**config.mk**
```make
export PLATFORM = sky130hd
export DESIGN_NAME = noc_router_output_port_flat
export DESIGN_NICKNAME = d
export VERILOG_FILES = /design/src/rtl/noc_router_output_port_if.sv /design/src/rtl/noc_router_output_port.sv /design/src/flat_wrapper.sv
export SDC_FILE = /design/constraint.sdc
export NUM_CORES = 1
export LEC_CHECK = 0
export ABC_AREA = 1
export CORE_MARGIN = 2
export CORE_UTILIZATION = 49
export CTS_CLUSTER_SIZE = 20
export DETAILED_ROUTE_END_ITERATION = 10
export GPL_ROUTABILITY_DRIVEN = 0
export PLACE_DENSITY = 0.74
export SLEW_MARGIN = 20
export SYNTH_ARGS = -nofsm -noshare
export SYNTH_HDL_FRONTEND = slang
export SYNTH_SLANG_ARGS = --single-unit
```
**constraint.sdc**
```tcl
create_clock -name clk -period 2.35 [get_ports clk]
set_clock_uncertainty 0.15 [all_clocks]
set_input_delay 0.47 -clock clk [delete_from_list [all_inputs] [get_ports clk]]
set_output_delay 0.47 -clock clk [all_outputs]
set_load 0.02 [all_outputs]
```
**src/rtl/noc_router_output_port_if.sv**
```systemverilog
// Bundle of the crossbar write channel, the downstream link and the
// status outputs of one NoC router output port.
//
// Handshake rules (both channels): a beat moves at a rising clk edge where
// valid and ready are both high. The sender holds valid and its data stable
// until that edge. The receiver's ready has no meaning while valid is low.
interface noc_router_output_port_if #(
   parameter int PKT_W = 13
);
   logic             wr_valid;
   logic [PKT_W-1:0] wr_packet;
   logic             wr_ready;
   logic             valid_out;
   logic [PKT_W-1:0] packet_out;
   logic             ready_in;
   logic [1:0]       route_out;
   logic             stall_timeout;
   logic [7:0]       tx_count;

   // Crossbar/downstream side: drives the packet and the downstream ready.
   modport master (
      output wr_valid,
      output wr_packet,
      output ready_in,
      input  wr_ready,
      input  valid_out,
      input  packet_out,
      input  route_out,
      input  stall_timeout,
      input  tx_count
   );

   // Output port side.
   modport slave (
      input  wr_valid,
      input  wr_packet,
      input  ready_in,
      output wr_ready,
      output valid_out,
      output packet_out,
      output route_out,
      output stall_timeout,
      output tx_count
   );
endinterface

```
**src/rtl/noc_router_output_port.sv**
```systemverilog
// NoC router output port: a small FIFO fed by the crossbar and an output
// register that drives the downstream link. It holds each packet until it
// is accepted, flags long downstream stalls and counts delivered packets.
module noc_router_output_port #(
   parameter int PKT_W   = 13,
   parameter int DEPTH   = 4,
   parameter int TIMEOUT = 16
) (
   input  logic                     clk,
   input  logic                     reset,
   noc_router_output_port_if.slave  port,
   output logic [1:0]               state_dbg
);

   localparam int PTR_W   = (DEPTH > 1) ? $clog2(DEPTH) : 1;
   localparam int CNT_W   = $clog2(DEPTH) + 1;
   localparam int STALL_W = $clog2(TIMEOUT) + 1;

   localparam logic [CNT_W-1:0]   FIFO_FULL_CNT = CNT_W'(DEPTH);
   localparam logic [STALL_W-1:0] STALL_LAST    = STALL_W'(TIMEOUT - 1);

   typedef enum logic [1:0] {
      ST_IDLE  = 2'd0,
      ST_SEND  = 2'd1,
      ST_STALL = 2'd2
   } state_t;

   // FIFO storage and bookkeeping
   logic [PKT_W-1:0] mem [DEPTH];
   logic [PTR_W-1:0] wr_ptr;
   logic [PTR_W-1:0] rd_ptr;
   logic [CNT_W-1:0] fifo_cnt;

   // Output register and control state
   state_t             state;
   logic               valid_q;
   logic [PKT_W-1:0]   packet_q;
   logic [STALL_W-1:0] stall_cnt;
   logic               stall_q;
   logic [7:0]         tx_cnt;

   logic fifo_full;
   logic fifo_empty;
   logic push;
   logic xfer;
   logic load;

   // Full FIFO refuses writes even if the head leaves this cycle.
   assign fifo_full  = (fifo_cnt == FIFO_FULL_CNT);
   assign fifo_empty = (fifo_cnt == '0);
   assign push       = port.wr_valid && !fifo_full;
   assign xfer       = valid_q && port.ready_in;
   // The head moves into the output register whenever it is free or being freed.
   assign load       = !fifo_empty && (!valid_q || xfer);

   assign port.wr_ready      = !fifo_full;
   assign port.valid_out     = valid_q;
   assign port.packet_out    = packet_q;
   assign port.route_out     = packet_q[PKT_W-1 -: 2];
   assign port.stall_timeout = stall_q;
   assign port.tx_count      = tx_cnt;
   assign state_dbg          = state;

   // FIFO payload storage; written only on an accepted crossbar beat.
   always_ff @(posedge clk) begin
      if (push) begin
         mem[wr_ptr] <= port.wr_packet;
      end
   end

   // FIFO pointers and occupancy; pointers wrap naturally modulo DEPTH.
   always_ff @(posedge clk) begin
      if (reset) begin
         wr_ptr   <= '0;
         rd_ptr   <= '0;
         fifo_cnt <= '0;
      end else begin
         if (push) begin
            wr_ptr <= wr_ptr + PTR_W'(1);
         end
         if (load) begin
            rd_ptr <= rd_ptr + PTR_W'(1);
         end
         case ({push, load})
            2'b10:   fifo_cnt <= fifo_cnt + CNT_W'(1);
            2'b01:   fifo_cnt <= fifo_cnt - CNT_W'(1);
            default: fifo_cnt <= fifo_cnt;
         endcase
      end
   end

   // Link FSM: output register, stall counter and timeout flag.
   always_ff @(posedge clk) begin
      if (reset) begin
         state     <= ST_IDLE;
         valid_q   <= 1'b0;
         packet_q  <= '0;
         stall_cnt <= '0;
         stall_q   <= 1'b0;
      end else begin
         if (load) begin
            packet_q <= mem[rd_ptr];
            valid_q  <= 1'b1;
         end else if (xfer) begin
            valid_q  <= 1'b0;
         end

         case (state)
            ST_IDLE: begin
               stall_cnt <= '0;
               if (load) begin
                  state <= ST_SEND;
               end
            end
            ST_SEND: begin
               if (xfer) begin
                  stall_cnt <= '0;
                  if (!load) begin
                     state <= ST_IDLE;
                  end
               end else if (stall_cnt == STALL_LAST) begin
                  // This edge is the TIMEOUT-th consecutive stalled edge.
                  state   <= ST_STALL;
                  stall_q <= 1'b1;
               end else begin
                  stall_cnt <= stall_cnt + STALL_W'(1);
               end
            end
            ST_STALL: begin
               if (xfer) begin
                  stall_q   <= 1'b0;
                  stall_cnt <= '0;
                  state     <= load ? ST_SEND : ST_IDLE;
               end
            end
            default: begin
               state     <= ST_IDLE;
               stall_cnt <= '0;
               stall_q   <= 1'b0;
            end
         endcase
      end
   end

   // Delivered-packet counter, wraps 255 -> 0.
   always_ff @(posedge clk) begin
      if (reset) begin
         tx_cnt <= '0;
      end else if (xfer) begin
         tx_cnt <= tx_cnt + 8'd1;
      end
   end

endmodule

```
**src/flat_wrapper.sv**
```systemverilog
// flat-port wrapper written by rule: the top's interface ports become plain ports
module noc_router_output_port_flat 
#(
   parameter int PKT_W   = 13,
   parameter int DEPTH   = 4,
   parameter int TIMEOUT = 16
)
  (clk, reset, state_dbg, port_wr_valid, port_wr_packet, port_ready_in, port_wr_ready, port_valid_out, port_packet_out, port_route_out, port_stall_timeout, port_tx_count);
  noc_router_output_port_if #(.PKT_W(PKT_W)) port_i ();
  input  logic clk;
  input  logic reset;
  output logic [1:0] state_dbg;
  input wire logic [$bits(port_i.wr_valid)-1:0] port_wr_valid;
  input wire logic [$bits(port_i.wr_packet)-1:0] port_wr_packet;
  input wire logic [$bits(port_i.ready_in)-1:0] port_ready_in;
  output wire logic [$bits(port_i.wr_ready)-1:0] port_wr_ready;
  output wire logic [$bits(port_i.valid_out)-1:0] port_valid_out;
  output wire logic [$bits(port_i.packet_out)-1:0] port_packet_out;
  output wire logic [$bits(port_i.route_out)-1:0] port_route_out;
  output wire logic [$bits(port_i.stall_timeout)-1:0] port_stall_timeout;
  output wire logic [$bits(port_i.tx_count)-1:0] port_tx_count;
  assign port_i.wr_valid = port_wr_valid;
  assign port_i.wr_packet = port_wr_packet;
  assign port_i.ready_in = port_ready_in;
  assign port_wr_ready = port_i.wr_ready;
  assign port_valid_out = port_i.valid_out;
  assign port_packet_out = port_i.packet_out;
  assign port_route_out = port_i.route_out;
  assign port_stall_timeout = port_i.stall_timeout;
  assign port_tx_count = port_i.tx_count;
  noc_router_output_port #(.PKT_W(PKT_W), .DEPTH(DEPTH), .TIMEOUT(TIMEOUT)) u_core (.clk(clk), .reset(reset), .port(port_i), .state_dbg(state_dbg));
endmodule
```
### Word level (Yosys, flattened, before mapping)

Memories as Yosys holds them, arrays and structs flattened. A register that Yosys moved wholly into a read port is not among the register bits.
Index checks and enable logic that the tools add are counted.

* add/sub/neg operators: 6
* multiply operators: 0
* divide/modulo/power cells: 0
* magnitude comparators: 0
* equal/unequal tests: 13
* shifts and indexed selects: 0
* muxes and demuxes: 19
* bitwise operators: 1
* reduce and logical (&&, ||, !) cells: 14

Operators by type and width (count)
* $mux 5: 3
* $mux 2: 5
* $pmux 5 s2: 1
* $add 8x1->8 const B: 1
* $reduce_and 4->1: 2
* $mux 1: 7
* $ne 2x1->1 const B: 3
* $pmux 2 s3: 1
* $pmux 3 s2: 1
* $add 5x1->5 const B: 1
* $eq 5x4->1 const B: 1
* $add 2x1->2 const B: 2
* $eq 2x1->1 const B: 2
* $eq 2x2->1 const B: 2
* $reduce_bool 2->1: 2
* $add 3x1->3 const B: 1
* $eq 3x3->1 const B: 1
* $logic_and 1x1->1: 3
* $logic_not 1->1: 3
* $logic_not 3->1: 1
* $ne 3x1->1 const B: 1
* $ne 3x2->1 const B: 1
* $ne 3x3->1 const B: 1
* $pmux 1 s3: 1
* other kinds (6): 6

* flip-flop bits (word level): 24
* latch bits: 0
* bits in writable memories: 52
* memory bits (read-only): 0
* memories: 1

Memory list
* u_core.mem: depth 4, bits a word 13, read ports 1, clocked after memory_dff 1, wr ports 1, RTL line noc_router_output_port.sv:29 `logic [PKT_W-1:0] mem [DEPTH];`

### Depth between registers and ports, before layout

Gate-level depths: netlist of the first run.

* word-level depth: 6
* mapped depth: 12
* depth with buffers taken out: 11

### Worst setup path after synthesis of the first run

OpenSTA, ideal clock, no wires.

* kind: reg2reg
* start: register u_core.valid_q, in the netlist u_core.port.valid_out
* end: register u_core.fifo_cnt[2]
* setup time: 122 ps
* arrival time: 2037 ps
* data required time: 2078 ps
* slack: 41 ps
* cell stages (with the launch flop): 12
* buffers on the path: 2
* clock period less this slack: 2309 ps
* cell sequence: dfxtp_1 -> nand2_1 -> nand2_2 -> inv_2 -> buf_6 -> buf_8 -> ha_1 -> fa_1 -> a21oi_1 -> o21ai_0 -> o21ai_0 -> a21oi_1

* cells in the longest elaborated chain, start to end: 5

Ends and longest elaborated chain
* start: declaration: RTL line noc_router_output_port.sv:36 `logic valid_q;`
* start signal: assignment: RTL line noc_router_output_port.sv:96 `valid_q <= 1'b0;`
* start signal: assignment: RTL line noc_router_output_port.sv:103 `valid_q <= 1'b1;`
* start signal: assignment: RTL line noc_router_output_port.sv:105 `valid_q <= 1'b0;`
* $logic_not 1->1 or $logic_and 1x1->1 (tied branches): RTL line noc_router_output_port.sv:54, noc_router_output_port.sv:52
* $logic_or 1x1->1 *: RTL line noc_router_output_port.sv:54 `assign load = !fifo_empty && (!valid_q || xfer);`
* $logic_and 1x1->1 *: RTL line noc_router_output_port.sv:54
* net u_core.load: RTL line noc_router_output_port.sv:46 `logic load;`
* $eq 2x1->1 or $eq 2x2->1 (tied branches): RTL line noc_router_output_port.sv:84 `case ({push, load})`
* $pmux 3 s2 or $reduce_bool 2->1 (tied branches)
* end signal: assignment: RTL line noc_router_output_port.sv:85 `2'b10: fifo_cnt <= fifo_cnt + CNT_W'(1);`
* end signal: assignment: RTL line noc_router_output_port.sv:86 `2'b01: fifo_cnt <= fifo_cnt - CNT_W'(1);`
* end signal: assignment: RTL line noc_router_output_port.sv:87 `default: fifo_cnt <= fifo_cnt;`
* end: declaration: RTL line noc_router_output_port.sv:32 `logic [CNT_W-1:0] fifo_cnt;`

Mark *: on every way through the listed nets, which the timed path passes. The rest lies on a longest branch.
A chain may end at the register's enable or synchronous reset.

### Worst setup path in the final report of the first run

* start: register u_core.fifo_cnt[0]
* end: output port_wr_ready

* cells in the longest elaborated chain, start to end: 2

Ends and longest elaborated chain
* $eq 3x3->1: RTL line noc_router_output_port.sv:49 `assign fifo_full = (fifo_cnt == FIFO_FULL_CNT);`
* $logic_not 1->1: RTL line noc_router_output_port.sv:56 `assign port.wr_ready = !fifo_full;`
* end: declaration: RTL line flat_wrapper.sv:16 `output wire logic [$bits(port_i.wr_ready)-1:0] port_wr_ready;`

Every way passes these cells.

==> results_dict.tcl, run 1 <==
set metrics [dict create \
    hold-path-cell-count 2 \
    design_area_um2 4410 \
    grt_pass1_wl_mm 11.6 \
    ys_types 32 \
    r2r_slack_ns 0.31 \
    synth_top_family_by_area "simple AND/OR/NAND/NOR gates" \
    syn2layout_area_growth_pct 19.8 \
    end_kind "output pin" \
    pwr_density_cell_nw_per_um2 1080 \
    core_region_area_um2 7250 \
    fp-row-count 31 \
    hold_end "u_core.stall_cnt[4]" \
    crit_fanout 3 \
    clkPwrFrac 0.216 \
    synthSimpleGateAreaFrac 0.153 \
    p_seq_frac 0.439 \
    hold_viol 0 \
    ys_warn_count 0 \
    post_drt_wl_per_cell_um 13.7 \
    cts_root_buffer "clkbuf_8" \
    drive_gt1_frac 0.114 \
    firstDrtPassIters 4 \
    synth_mux_area_frac 0 \
    grt.overflow.total 0 \
    holdWs_ns 0.316 \
    port_buffers 44 \
    arrival_ns 1.53 \
    peakVddDrop_mv 0.578 \
    period_needed_ns 2.15 \
    clock_latency_ns 0.35 \
    fp.dieW_um 90.7 \
    post-dp-hpwl_mm 4.50 \
    htreeDepth 3 \
    total_power_mw 4.77 \
    viasPerCell 5.04 \
    grt_max_degree 30 \
    synth_adder_area_share 0.0326 \
    worst_pin_slew_ns 0.417 \
    p_int_mw 3.07 \
    cts_tree "built" \
    syn_inst 357 \
    r2r_start "u_core.fifo_cnt[0]" \
    ys_ff_latch 89 \
    hold_buffers 0 \
    clk_pin_slew_ns 0.09 \
    num_io_pins 45 \
    antenna_found_initial 0 \
    grt_usage 0.178 \
    syn-num-nets 383 \
    drt_iter0_markers 75 \
    setup_tns_ns 0 \
    nFillCells 617 \
    power.net_switching_mw 1.70 \
    synth-compound-area-share 0.120 \
    diodes 0 \
    reg2reg_depth 9 \
    final_antenna_net_count 0 \
    wirelength_mm 7.02 \
    initial_utilization 0.508 \
    via_count 2578 \
    cap_violations 0 \
    path_class "reg2out" \
    dieArea_um2 8230 \
    cts_resized 0 \
    p_comb_frac 0.345 \
    clockBufferDepth 2 \
    cts_sinks 89 \
    first_global_vias 2557 \
    fin_crit_sh 0.917 \
    worstSetupStartpointType "flip-flop" \
    final_util 0.609 \
    ys_seq_area_frac 0.625 \
    switching_share 0.356 \
    min-delay-start "u_core.stall_cnt[4]" \
    drv_slew 0 \
    numCtsBuffers 9 \
    r2r_end "u_core.fifo_cnt[2]" \
    rsz0062_at_grt "false" \
    timing.fmax_mhz 464 \
    drc 0 \
    outcome "complete, no violations" \
    setup_viol 0 \
    required_ns 1.73 \
    leakagePower_nw 1.64 \
    die_height_um 90.7 \
    hp-class "reg2reg" \
    fin_nets 434 \
    post-cts-setup-buffers 0 \
    slew_headroom 0.722 \
    dpl_cell_area_um2 4220 \
    syn_avg_cell_area_um2 10.3 \
    synth_area_um2 3680 \
    synth_xor_area_frac 0.00238 \
]
==> power by group through the flow <==
| stage | registers [mW] | logic, mW | clock network (mW) |
|---|---|---|---|
| after global placement | 2.12 | 1.61 | 0 |
| after detailed placement | 2.13 | 1.66 | 0 |
| final | 2.09 | 1.65 | 1.03 |
| after floorplan | 2.24 | 1.01 | 0 |
| after CTS | 2.10 | 1.67 | 1.06 |
| after global routing | 2.13 | 1.82 | 1.11 |
==> cell usage after synthesis, drive strengths merged <==
cell type  number  area, um^2
ha              8         100
o21ai          55         279
nor3            4        42.5
nand3           6        52.6
nand4           1        6.26
nand3b          1        7.51
a31oi          13        81.3
and3            1        6.26
a21oi          16        80.1
nor2           78         305
nand2          34         143
dfxtp          37         741
fa              1        20.0
xor2            1        8.76
clkbuf          2        7.51
edfxtp         52        1560
inv            32         123
buf            15         119
==> final cells by class <==
type / instances / area [um^2] / share of cell area
sequential: 89 / 2300 / 0.522
multi-input combinational: 219 / 1130 / 0.257
timing repair buffer: 57 / 538 / 0.122
clock buffer: 10 / 128 / 0.0289
tap: 99 / 124 / 0.0281
inverter: 32 / 123 / 0.0278
clock inverter: 6 / 67.6 / 0.0153
==> registers in the layout, summed over array words and instances (netlist names) <==
register,flops
u_core.fifo_cnt,3
u_core.stall_cnt,5
u_core.rd_ptr,2
u_core.state_dbg,2
u_core.wr_ptr,2
u_core.mem,52
u_core.port.packet_out,13
u_core.port.tx_count,8
u_core.port.valid_out,1
u_core.port.stall_timeout,1
==> critical path: stages (launching register included) <==
cell,delay (ns)
dfxtp_1,0.41
nor2_2,0.07
nand2_1,0.08
clkdlybuf4s50_1,0.61
==> metrics by stage <==
| stage | std cells | worst slack, ns |
|---|---|---|
| 2_1_floorplan | 357 | 0.0413 |
| 3_3_place_gp | 496 | -0.138 |
| 3_5_place_dp | 496 | -0.159 |
| 4_1_cts | 512 | 0.171 |
| 5_1_grt | 512 | 0.107 |
| 6_report | 512 | 0.196 |
==> metal layers <==
layer,GRT usage,share of wire,up-vias,wire length (um)
met5,0,0,-,0
met2,0.306,0.50,59,3500
met3,0.0359,0.042,10,294
met4,0.0808,0.016,0,114
li1,-,-,1307,-
met1,0.215,0.44,1202,3110
==> how the worst max path moves through the flow <==
| stage | slack, ns | to | cells past startpoint | start |
|---|---|---|---|---|
| 6_report | 0.20 | port_wr_ready | 3 | u_core.fifo_cnt[0] |
| 5_1_grt | 0.11 | u_core.fifo_cnt[2] | 11 | port_ready_in |
| 4_1_cts | 0.17 | port_wr_ready | 3 | u_core.fifo_cnt[0] |
| 3_5_place_dp | -0.16 | u_core.fifo_cnt[2] | 11 | port_ready_in |
| 3_3_place_gp | -0.14 | u_core.fifo_cnt[2] | 11 | port_ready_in |
| 2_1_floorplan | 0.04 | u_core.fifo_cnt[2] | 11 | u_core.port.valid_out |
==> layout by cell type, fill, tap and decap left out, drive strengths merged, types with 8 or more instances in the layout <==
| cell type | netlist | routed |
|---|---|---|
| buf | 15 | 13 |
| clkdlybuf4s50 | 0 | 44 |
| a31oi | 13 | 13 |
| nand2 | 34 | 34 |
| ha | 8 | 8 |
| a21oi | 16 | 16 |
| nor2 | 78 | 78 |
| o21ai | 55 | 55 |
| dfxtp | 37 | 37 |
| edfxtp | 52 | 52 |
| inv | 32 | 33 |
| clkbuf | 2 | 10 |
==> kinds of logic after synthesis <==
family / count (synthesis)
flip-flops: 89
AO/OA/AOI/OAI: 84
XOR/XNOR: 1
buffers and inverters: 49
adder cells (fa/ha/maj): 9
AND/OR/NAND/NOR: 125
Note: power is estimated with default switching activity, not from simulation.
==> inputs of run 2 (changes only) <==
--- a/config.mk
+++ b/config.mk
@@ -8,6 +8,7 @@
 export ABC_AREA = 1
 export CORE_MARGIN = 2
 export CORE_UTILIZATION = 49
+export CTS_BUF_LIST = sky130_fd_sc_hd__clkbuf_8
 export CTS_CLUSTER_SIZE = 20
 export DETAILED_ROUTE_END_ITERATION = 10
 export GPL_ROUTABILITY_DRIVEN = 0
@@ -16,3 +17,4 @@
 export SYNTH_ARGS = -nofsm -noshare
 export SYNTH_HDL_FRONTEND = slang
 export SYNTH_SLANG_ARGS = --single-unit
+export TNS_END_PERCENT = 1
==> run 2 against run 1 <==
Against the previous run: largest cell class unchanged; combinational power about the same; sequential share of layout area stayed put; clock power about the same; count of clock-buffer cells in the layout shrank 1.
==> results_dict.tcl, run 2 (synthesis results as in run 1) <==
set metrics [dict create \
    rsz0062_at_grt "false" \
    numCtsBuffers 9 \
    largest_register_ff_count 52 \
    crit_chain "nor2_2, nand2_1, clkdlybuf4s50_1" \
    outcome "complete, no violations" \
    wl_met2_mm 3.50 \
    clockBufferDepth 2 \
    core_region_area_um2 7250 \
    antenna_found_initial 0 \
    hold_viol 0 \
    final_antenna_net_count 0 \
    largest_register "u_core.mem" \
    met3_length_um 285 \
    fp-row-count 31 \
    drive_gt1_frac 0.114 \
    cts_root_buffer "clkbuf_8" \
    cts_tree "built" \
    worst_pin_slew_ns 0.414 \
    via_count 2566 \
    layout_setup_ws_ns 0.196 \
    cap_violations 0 \
    reg2reg_depth 9 \
    num_io_pins 45 \
    dp.cells 496 \
    post-cts-setup-buffers 0 \
    slowest_stage "clkdlybuf4s50_1" \
    routed.top_layer "met4" \
    crit_cells 3 \
    cp_top_family "buffers and inverters" \
    clock_latency_ns 0.35 \
    grt_pass1_wl_mm 11.6 \
    grt.overflow.total 0 \
    htreeDepth 3 \
    slew_headroom 0.724 \
    total_power_mw 4.77 \
    drt_iter0_markers 72 \
    wirelength_mm 7.01 \
    cts_resized 0 \
    fin_crit_sh 0.917 \
    met1_length_mm 3.11 \
    final_common_cell "nor2_1" \
    grt_usage 0.178 \
    path_class "reg2out" \
    dieArea_um2 8230 \
    timing.fmax_mhz 464 \
    firstDrtPassIters 5 \
    first_global_vias 2557 \
    setup_tns_ns 0 \
    post-place-ws_ns -0.159 \
    post_drt_wl_per_cell_um 13.7 \
    setup_viol 0 \
    hold_buffers 0 \
    syn2layout_area_growth_pct 19.8 \
    peakVddDrop_mv 0.578 \
    period_needed_ns 2.15 \
    cts_sinks 89 \
    post-dp-hpwl_mm 4.50 \
    hp-class "reg2reg" \
    die_height_um 90.7 \
    fp.dieW_um 90.7 \
    drv_slew 0 \
    end_kind "output pin" \
    grt_max_degree 30 \
    initial_utilization 0.508 \
    diodes 0 \
    clk_pin_slew_ns 0.09 \
    viasPerCell 5.01 \
    port_buffers 44 \
    max_stage_delay_ns 0.61 \
    arrival_ns 1.53 \
    leakagePower_nw 1.65 \
    pwr_density_cell_nw_per_um2 1080 \
    critPathBufInv 1 \
    crit_fanout 3 \
    mostFrequentLayoutCells "75 x nor2_1, 52 x edfxtp_1, 50 x o21ai_0" \
    required_ns 1.73 \
    hold-path-cell-count 2 \
    worstSetupStartpointType "flip-flop" \
    fin_nets 434 \
    fin_cells 512 \
    drc 0 \
]
## run 2: cell types whose count changed in the layout (fill, tap and decap cells not counted)
| cell | delta |
|---|---|
| clkbuf_1 | -1 |
| inv_1 | +1 |
## run 2: area by class of cell
type                            count  area, um^2
Clock buffer                        9         124
Timing Repair Buffer               57         538
Clock inverter                      7        71.3
Inverter                           32         123
Multi-Input combinational cell    219        1130
Tap cell                           99         124
Fill cell                         617        2840
Sequential cell                    89        2300
## run 2: worst paths after layout
kind	startpoint	to	slack, ns
hold reg to reg	u_core.stall_cnt[4]	u_core.stall_cnt[4]	0.32
hold / removal	u_core.stall_cnt[4]	u_core.stall_cnt[4]	0.32
setup / recovery	u_core.fifo_cnt[0]	port_wr_ready	0.20
setup reg to reg	u_core.fifo_cnt[0]	u_core.fifo_cnt[2]	0.31
## run 2: power by group
group / internal, mW / switching [mW] / total (mW) / leakage [nW]
combinational: 0.658 / 0.988 / 1.65 / 0.771
clock: 0.491 / 0.536 / 1.03 / 0.0970
sequential: 1.92 / 0.172 / 2.09 / 0.781
## run 2: tightest hold or removal path, stage by stage (launching register included)
cell,delay (ns)
dfxtp_1,0.32
nand2_1,0.06
a21oi_1,0.05
## run 2: stage by stage
stage               hold slack (ns)  utilization  instance area (um^2)
floorplan                     0.289            -                  3680
global placement              0.301        0.582                  4220
detailed placement            0.308        0.582                  4220
CTS                           0.321        0.609                  4410
global route                  0.349        0.609                  4410
finish                        0.316        0.609                  4410
## run 2: routing by layer
layer / GRT usage / up-vias
met5: 0 / -
met4: 0.0808 / 0
met3: 0.0359 / 10
met2: 0.306 / 53
met1: 0.215 / 1196
li1: - / 1307
==> inputs of run 3 (changes only) <==
--- a/config.mk
+++ b/config.mk
@@ -7,13 +7,12 @@
 export LEC_CHECK = 0
 export ABC_AREA = 1
 export CORE_MARGIN = 2
-export CORE_UTILIZATION = 49
+export CORE_UTILIZATION = 52
 export CTS_BUF_LIST = sky130_fd_sc_hd__clkbuf_8
 export CTS_CLUSTER_SIZE = 20
 export DETAILED_ROUTE_END_ITERATION = 10
 export GPL_ROUTABILITY_DRIVEN = 0
-export PLACE_DENSITY = 0.74
-export SLEW_MARGIN = 20
+export PLACE_DENSITY = 0.78
 export SYNTH_ARGS = -nofsm -noshare
 export SYNTH_HDL_FRONTEND = slang
 export SYNTH_SLANG_ARGS = --single-unit
==> run 3 against run 2 <==
Against the previous run: sequential power is essentially flat; first-iteration DRC count grew 120%; hold slack is essentially flat; final area grew 0.43%; final cell count shrank 0.59%; fmax shrank 2.4%; power grew 2.8%; worst setup slack lost 0.052 ns; die area shrank 5.5%; count of clock-buffer cells in the layout is the same; clock power grew 11%; sequential share of layout area shrank 0.22 points; critical endpoint is now u_core.fifo_cnt[2]; largest cell class unchanged.
==> results_dict.tcl, run 3 (synthesis results as in run 1) <==
set metrics [dict create \
    r2r_start "u_core.fifo_cnt[0]" \
    path_class "in2reg" \
    max_stage_delay_ns 0.46 \
    post-cts-setup-buffers 0 \
    num_io_pins 45 \
    crit_chain "clkdlybuf4s50_1, inv_1, nand2_1, nand2_2, inv_2, ha_1, fa_1, a21oi_1, o21ai_0, o21ai_1, a21oi_1" \
    wirelength_mm 6.96 \
    cts_root_buffer "clkbuf_8" \
    htreeDepth 3 \
    drc 0 \
    slowest_stage "clkdlybuf4s50_1" \
    outcome "complete, no violations" \
    clockBufferDepth 2 \
    timing.fmax_mhz 453 \
    startpoint "port_ready_in" \
    clk_pin_slew_ns 0.09 \
    worstSetupStartpointType "input pin" \
    fin_cells 509 \
    clock_latency_ns 0.36 \
    drt_iter0_markers 155 \
    fin_nets 434 \
    worst_pin_slew_ns 0.429 \
    post_drt_wl_per_cell_um 13.7 \
    drv_slew 0 \
    via_count 2627 \
    dieArea_um2 7770 \
    fin_crit_sh 0.939 \
    required_ns 2.45 \
    first_global_vias 2572 \
    largest_register_ff_count 52 \
    rsz0062_at_grt "false" \
    final_common_cell "nor2_1" \
    firstDrtPassIters 4 \
    viasPerCell 5.16 \
    design_area_um2 4430 \
    final_antenna_net_count 0 \
    setup_viol 0 \
    hp-class "reg2reg" \
    dp.cells 493 \
    initial_utilization 0.539 \
    crit_fanout 2 \
    cts_tree "built" \
    pwr_density_cell_nw_per_um2 1100 \
    leakagePower_nw 1.66 \
    diodes 0 \
    grt_usage 0.201 \
    cts_sinks 89 \
    antenna_found_initial 0 \
    slew_headroom 0.714 \
    drive_gt1_frac 0.111 \
    numCtsBuffers 9 \
    min-delay-start "u_core.stall_cnt[4]" \
    fp-row-count 30 \
    port_buffers 44 \
    mostFrequentLayoutCells "75 x nor2_1, 52 x edfxtp_1, 49 x o21ai_0" \
    hold_buffers 0 \
    post-dp-hpwl_mm 4.43 \
    end_kind "flip-flop" \
    largest_register "u_core.mem" \
    die_height_um 88.2 \
    grt.overflow.total 0 \
    fp.dieW_um 88.2 \
    arrival_ns 2.31 \
    period_needed_ns 2.21 \
    core_region_area_um2 6830 \
    crit_top_cell "a21oi_1" \
    total_power_mw 4.90 \
    grt_max_degree 30 \
    syn2layout_area_growth_pct 20.3 \
    grt_pass1_wl_mm 11.7 \
    setup_tns_ns 0 \
    hold_viol 0 \
    cap_violations 0 \
    dpl_cell_area_um2 4220 \
    peakVddDrop_mv 0.626 \
]
run 3: changes by cell type in the layout (fill, tap and decap cells not counted), sizes merged:
cell | before | now
inv | 34 | 35
clkinvlp | 2 | 0
bufinv | 1 | 2
run 3: cell type report:
cell class | instances | area [um^2]
tap | 96 | 120
clock inverter | 7 | 93.8
inverter | 32 | 123
clock buffer | 9 | 124
multi-input combinational | 219 | 1130
timing repair buffer | 57 | 538
sequential | 89 | 2300
fill | 555 | 2400
run 3: critical path, delay by kind of cell:
kind            cells  cell delay, ns
fa+ha+maj           2            0.65
buf+inv             3            0.57
compound gates      4            0.44
simple gates        2            0.17
run 3: path summary, 6_finish.rpt:
check                              to  slack (ns)  cells past startpoint
hold reg to reg   u_core.stall_cnt[4]        0.32                      2
setup / recovery   u_core.fifo_cnt[2]        0.14                     11
setup reg to reg   u_core.fifo_cnt[2]        0.31                     10
hold / removal    u_core.stall_cnt[4]        0.32                      2
run 3: report_power, final:
group          switching [mW]  internal (mW)
sequential              0.154           1.92
clock                   0.536          0.601
combinational            1.03          0.657
total                    1.72           3.18
run 3: timing repair:
item / 4_1_cts / 5_1_grt
resized for setup: 0 / 1
setup endpoints to repair: 0 / 1
hold endpoints to repair: 0 / 0
run 3: metrics by stage:
stage / utilization / setup slack, ns / hold WS, ns
floorplan: - / 0.0413 / 0.289
global route: 0.649 / 0.0199 / 0.339
global placement: 0.617 / -0.199 / 0.298
finish: 0.649 / 0.144 / 0.316
detailed placement: 0.617 / -0.261 / 0.305
CTS: 0.649 / 0.125 / 0.318
run 3: layer usage:
metal	track usage	up-vias	routed length, um
li1	-	1304	-
met3	0.0782	7	407
met4	0.0551	0	53
met1	0.235	1238	3010
met2	0.345	78	3490
met5	0	-	0
